[config.mk]
export PLATFORM = sky130hd
export DESIGN_NAME = iterative_divider
export DESIGN_NICKNAME = d
export VERILOG_FILES = /design/src/rtl/iterative_divider.sv
export SDC_FILE = /design/constraint.sdc
export NUM_CORES = 1
export LEC_CHECK = 0
export ABC_AREA = 1
export CAP_MARGIN = 20
export CORE_MARGIN = 1
export CORE_UTILIZATION = 40
export CTS_CLUSTER_SIZE = 14
export DETAILED_ROUTE_END_ITERATION = 10
export GPL_TIMING_DRIVEN = 0
export SLEW_MARGIN = 20
export SYNTH_ARGS = -nofsm -noshare
export SYNTH_HDL_FRONTEND = slang
export SYNTH_SLANG_ARGS = --single-unit
[constraint.sdc]
create_clock -name clk -period 10.41 [get_ports clk]
set_input_delay 2.082 -clock clk [delete_from_list [all_inputs] [get_ports clk]]
set_output_delay 2.082 -clock clk [all_outputs]
set_load 0.005 [all_outputs]
[src/rtl/iterative_divider.sv]
// iterative_divider
//   Multi-cycle restoring divider producing one quotient bit per cycle.
//   Signed (two's complement) and unsigned modes. Quotient truncates toward
//   zero; remainder takes the sign of the dividend. Latency from the accept
//   edge to out_valid is WORD_WIDTH+2 cycles for every operand value.
//
// Handshakes: a transfer happens on a rising clk edge where valid & ready are
//   both high. in_ready is high only while idle. Once out_valid rises it stays
//   high, with quotient/remainder/div_by_zero held stable, until out_ready is
//   seen. in_ready returns on the cycle after the output transfer.
//
// Ports
//   clk, rst            clock, asynchronous active-high reset
//   signed_mode         1 = signed operands (sampled on accept)
//   in_valid/in_ready   operand handshake
//   dividend, divisor   operands (sampled on accept)
//   out_valid/out_ready result handshake
//   quotient, remainder results
//   div_by_zero         divisor was zero (qualified by out_valid)
//   dbg_state           current FSM state, for observation only
module iterative_divider #(
    parameter int WORD_WIDTH = 32
) (
    input  logic                  clk,
    input  logic                  rst,
    input  logic                  signed_mode,
    input  logic                  in_valid,
    output logic                  in_ready,
    input  logic [WORD_WIDTH-1:0] dividend,
    input  logic [WORD_WIDTH-1:0] divisor,
    output logic                  out_valid,
    input  logic                  out_ready,
    output logic [WORD_WIDTH-1:0] quotient,
    output logic [WORD_WIDTH-1:0] remainder,
    output logic                  div_by_zero,
    output logic [2:0]            dbg_state
);

    localparam int W  = WORD_WIDTH;
    localparam int CW = (W > 2) ? $clog2(W) : 1;

    typedef enum logic [2:0] {
        S_IDLE   = 3'd0,
        S_PREP   = 3'd1,
        S_DIVIDE = 3'd2,
        S_FIXUP  = 3'd3,
        S_DONE   = 3'd4
    } state_t;

    state_t          state_q, state_d;
    logic            mode_q, mode_d;
    logic [W-1:0]    dvd_q, dvd_d;          // original dividend bits
    logic [W-1:0]    dvs_q, dvs_d;          // original divisor bits
    logic [W-1:0]    dvs_abs_q, dvs_abs_d;  // |divisor|, unsigned after PREP
    logic [W-1:0]    rem_q, rem_d;          // partial remainder
    logic [W-1:0]    quo_q, quo_d;          // |dividend| shifting out, quotient shifting in
    logic [CW-1:0]   count_q, count_d;
    logic            q_neg_q, q_neg_d;
    logic            r_neg_q, r_neg_d;
    logic [W-1:0]    quotient_q, quotient_d;
    logic [W-1:0]    remainder_q, remainder_d;
    logic            dbz_q, dbz_d;
    logic            out_valid_q, out_valid_d;
    logic            in_ready_q, in_ready_d;

    // Datapath for one restoring step.
    logic [W:0]      shifted;
    logic [W:0]      trial;
    logic            borrow;
    logic            dvd_neg;
    logic            dvs_neg;

    assign shifted = {rem_q, quo_q[W-1]};
    assign trial   = shifted - {1'b0, dvs_abs_q};
    // When shifted[W] is set the shifted value is >= 2^W and so exceeds any
    // divisor; the subtraction always succeeds and its low W bits are exact.
    assign borrow  = ~shifted[W] & trial[W];

    assign dvd_neg = mode_q & dvd_q[W-1];
    assign dvs_neg = mode_q & dvs_q[W-1];

    always_comb begin
        state_d     = state_q;
        mode_d      = mode_q;
        dvd_d       = dvd_q;
        dvs_d       = dvs_q;
        dvs_abs_d   = dvs_abs_q;
        rem_d       = rem_q;
        quo_d       = quo_q;
        count_d     = count_q;
        q_neg_d     = q_neg_q;
        r_neg_d     = r_neg_q;
        quotient_d  = quotient_q;
        remainder_d = remainder_q;
        dbz_d       = dbz_q;
        out_valid_d = out_valid_q;
        in_ready_d  = in_ready_q;

        unique case (state_q)
            S_IDLE: begin
                if (in_valid) begin
                    mode_d     = signed_mode;
                    dvd_d      = dividend;
                    dvs_d      = divisor;
                    in_ready_d = 1'b0;
                    state_d    = S_PREP;
                end
            end
            S_PREP: begin
                // Negating the most negative value yields 2^(W-1) as an
                // unsigned number, which the unsigned datapath handles.
                quo_d     = dvd_neg ? (W'(0) - dvd_q) : dvd_q;
                dvs_abs_d = dvs_neg ? (W'(0) - dvs_q) : dvs_q;
                q_neg_d   = dvd_neg ^ dvs_neg;
                r_neg_d   = dvd_neg;
                rem_d     = '0;
                count_d   = CW'(W - 1);
                state_d   = S_DIVIDE;
            end
            S_DIVIDE: begin
                rem_d   = borrow ? shifted[W-1:0] : trial[W-1:0];
                quo_d   = {quo_q[W-2:0], ~borrow};
                count_d = count_q - CW'(1);
                if (count_q == '0) begin
                    state_d = S_FIXUP;
                end
            end
            S_FIXUP: begin
                if (dvs_q == '0) begin
                    quotient_d  = '1;
                    remainder_d = dvd_q;
                    dbz_d       = 1'b1;
                end else if (mode_q && dvd_q == {1'b1, {(W-1){1'b0}}} && dvs_q == '1) begin
                    quotient_d  = {1'b1, {(W-1){1'b0}}};
                    remainder_d = '0;
                    dbz_d       = 1'b0;
                end else begin
                    quotient_d  = q_neg_q ? (W'(0) - quo_q) : quo_q;
                    remainder_d = r_neg_q ? (W'(0) - rem_q) : rem_q;
                    dbz_d       = 1'b0;
                end
                out_valid_d = 1'b1;
                state_d     = S_DONE;
            end
            S_DONE: begin
                if (out_ready) begin
                    out_valid_d = 1'b0;
                    in_ready_d  = 1'b1;
                    state_d     = S_IDLE;
                end
            end
            default: begin
                out_valid_d = 1'b0;
                in_ready_d  = 1'b1;
                state_d     = S_IDLE;
            end
        endcase
    end

    always_ff @(posedge clk or posedge rst) begin
        if (rst) begin
            state_q     <= S_IDLE;
            mode_q      <= 1'b0;
            dvd_q       <= '0;
            dvs_q       <= '0;
            dvs_abs_q   <= '0;
            rem_q       <= '0;
            quo_q       <= '0;
            count_q     <= '0;
            q_neg_q     <= 1'b0;
            r_neg_q     <= 1'b0;
            quotient_q  <= '0;
            remainder_q <= '0;
            dbz_q       <= 1'b0;
            out_valid_q <= 1'b0;
            in_ready_q  <= 1'b1;
        end else begin
            state_q     <= state_d;
            mode_q      <= mode_d;
            dvd_q       <= dvd_d;
            dvs_q       <= dvs_d;
            dvs_abs_q   <= dvs_abs_d;
            rem_q       <= rem_d;
            quo_q       <= quo_d;
            count_q     <= count_d;
            q_neg_q     <= q_neg_d;
            r_neg_q     <= r_neg_d;
            quotient_q  <= quotient_d;
            remainder_q <= remainder_d;
            dbz_q       <= dbz_d;
            out_valid_q <= out_valid_d;
            in_ready_q  <= in_ready_d;
        end
    end

    assign in_ready    = in_ready_q;
    assign out_valid   = out_valid_q;
    assign quotient    = quotient_q;
    assign remainder   = remainder_q;
    assign div_by_zero = dbz_q;
    assign dbg_state   = state_q;

endmodule
==> run metrics <==
share of the clock period used by the worst path after layout=35.43%; Worst EP arrival=1.61 ns; Setup Viol. Count Final=0; drt first pass iters=5; via count=16,070; CTS buffer count=28; # rows=73; part of the power in registers=29.8%; final hold violation count=0; max_slew headroom=37.22%; unrepaired setup endpoints after global routing=false; syn_area_per_cell=6.796 sq um; DRC violations left=0; Post-Syn Area=16,130 sq um; Synth Register Bits=238; Critical Path Start=in_ready; worst path buffer plus inverter count=1; Syn Inst Count=2,373; clock latency on the worst-skew pair=0.57 ns; Clock power frac=16.9%; vias per cell=5.200; Nets=2,652; CP cell instances=clkdlybuf4s50_1; slowest CP cell=dfstp_2; Buffers on Ports=138; CP max FO=2; maximum clock rate=271.1 MHz; number of H-tree levels=1; final slew viol count=0; Sink Count=238; starting density of the core=40.59%; hold-fix buffers at CTS=0; CP Launch Type=register; outcome=finished, final reports clean; CTS tree=built; I/O Pins=139; critical path's largest stage delay=0.53 ns; # diodes=0; initial antenna violation count=0; Post-synth EDFFs=0; CTS clock-pin slew for the worst setup and hold paths=0.06 ns; Data required, critical path=8.33 ns; synthesized net count=2,482; maxcap violations=0; first-pass GRT wire length=90.37 mm; P_leak=9.847 nW; WL/cell=19.05 microns; CTS Buffer Depth=3; Total Wirelength=58.85 mm; layout cell share with drive strength beyond 1=6.043%; total power=5.732 mW; Total GRT Usage=28.87%; R2R Setup Slk=7.62 ns; Seq/Total Area, Yosys=36.94%; Layout fillers=4,113; post-route antenna net violation count=0; chip height=202.8 microns; largest net degree at the start of global routing=85; critical path's top delay family=flip-flops; hold_sp=dvs_abs_q[31]; Synth cell types=49; pre-CTS WS=6.261 ns; Tmin final=3.689 ns; hpwl dp=47.74 mm; post-CTS setup repair buffer count=0; maximum VDD drop=0.1497 mV; vias in the first global route=15,500; crit end category=output pin; Logic pwr share=53.3%; global route overflow=0; core area=39,730 sq um; Setup WS post-layout=6.721 ns; die area=41,120 sq um; WS Path Type=reg -> out; reg-to-reg startpoint=quo_q[31]; Sw Ratio=48.41%; top_reg_cell synth=dfrtp_1; Hold Path Class=reg -> reg; DR iter-0 viols=1,061; Worst Clk Skew=0.01811 ns; Die W=202.8 microns; switching power=2.774 mW; Internal=2.957 mW; warnings from Yosys=0; GP Congestion=0.9547; post-cts sizing count=0; Slew @ Worst Pin=0.9417 ns; root buf cell=clkbuf_16; total power per unit cell area=299.7 nW/um^2; ys async rst share=100.0%; Area growth, synth to finish=18.57%
flip-flops by register name, summed over array words and instances, names as in the netlist:
| signal | flops |
|---|---|
| dvd_q | 32 |
| dvs_abs_q | 32 |
| dvs_q | 32 |
| quo_q | 32 |
| quotient | 32 |
| rem_q | 32 |
| remainder | 32 |
| count_q | 5 |
| dbg_state | 3 |
| div_by_zero | 1 |
| in_ready | 1 |
| mode_q | 1 |
| out_valid | 1 |
| q_neg_q | 1 |
| r_neg_q | 1 |
Yosys cell counts (3+ instances only):
library cell,number,area (sq um)
mux2_2,13,146.4
nor2_4,3,33.78
inv_2,13,48.80
nor2_1,252,945.9
clkinv_1,3,11.26
nand3_2,6,60.06
a21oi_1,102,510.5
o21ai_0,84,420.4
nand3b_1,11,82.58
xor2_1,69,604.3
o21ai_1,5,25.02
nor3_1,18,90.09
and2_1,3,18.77
buf_6,9,101.4
o21ai_2,4,35.03
o31ai_1,6,45.04
xnor2_1,14,122.6
nand2_2,6,37.54
ha_1,39,488.0
inv_1,308,1156
or2_2,4,25.02
o22ai_1,15,93.84
nand4_1,32,200.2
o21bai_1,13,97.59
o211ai_1,12,90.09
o221ai_1,14,122.6
o21a_1,7,52.55
nand3_1,228,1141
buf_2,23,115.1
nor2_2,14,87.58
dfrtp_1,237,5931
clkbuf_1,43,161.4
a31oi_1,3,18.77
nand2_1,741,2781
stage by stage:
stage                     cells  instance area [sq um]  setup TNS, ns  util, %  hold slack [ns]
final                      3090                  19120              0    48.13           0.4797
after global routing       3090                  19120              0    48.13           0.4993
after CTS                  3090                  19120              0    48.13           0.4835
after detailed placement   3038                  18230              0    45.88           0.4665
after global placement     3036                  18160        -338.29    45.72           0.4670
after floorplan            2373                  16130              0        -           0.4488
cell families after synthesis:
logic type      share of synthesized area [%]
xor+xnor                                4.508
mux                                    0.9698
flops                                   36.94
buf+inv                                 10.00
compound gates                          9.613
simple gates                            34.82
fa+ha+maj                               3.150
worst register-to-register path, delay by kind of cell, from the launching register on:
kind	cells	cell delay, ns
AND/OR/NAND/NOR	11	1.15
flip-flops	1	0.38
adder cells (fa/ha/maj)	2	0.67
buffers and inverters	3	0.50
cell usage in the layout, fill, tap and decap left out, drive strengths merged, types with 2 or more instances in the layout:
master / n
nand2: 747
inv: 321
nor2: 270
dfrtp: 237
nand3: 236
clkdlybuf4s50: 138
a21oi: 103
o21ai: 93
clkbuf: 80
xor2: 69
ha: 39
buf: 37
nand4: 34
nor3: 19
o22ai: 15
clkinv: 15
o221ai: 14
xnor2: 14
o21bai: 13
mux2: 13
o211ai: 12
nand3b: 11
o21a: 7
o31ai: 6
or2: 4
and2: 3
a31oi: 3
nor4: 2
a21o: 2
clkinvlp: 2
metal layers:
layer  global-route usage, %  routed length (microns)  vias up
li1                        -                        -     7885
met1                   36.63                    24910     7561
met2                   48.89                    27720      500
met3                   3.628                     3192      122
met4                   13.29                     3021        0
met5                       0                        0        -
final timing paths:
kind                                      end  cells after the start
worst min register to register  dvs_abs_q[31]                      2
worst max register to register      rem_q[21]                     16
max in group asynchronous       dvs_abs_q[17]                      3
worst max-delay path                 in_ready                      1
min in group asynchronous        dbg_state[2]                      2
worst min-delay path            dvs_abs_q[31]                      2
power groups by stage:
stage	clock, mW	sequential, mW	combinational (mW)
after floorplan	0	1.59	1.95
final	0.969	1.71	3.06
after CTS	0.986	1.70	3.06
after global routing	1.02	1.75	3.40
after global placement	0	1.71	3.01
after detailed placement	0	1.72	3.05
layout make-up:
type | count | area, sq um | area share (%)
inverters | 324 | 1224 | 6.399
flip-flops and latches | 238 | 5957 | 31.15
multi-input cells | 1733 | 8557 | 44.75
clock inverters | 15 | 108.9 | 0.5693
clock buffers | 37 | 785.8 | 4.109
repair buffers | 140 | 1436 | 7.512
plain buffers | 78 | 396.6 | 2.074
well taps | 525 | 656.9 | 3.435
(Power assumes the default switching activity.)
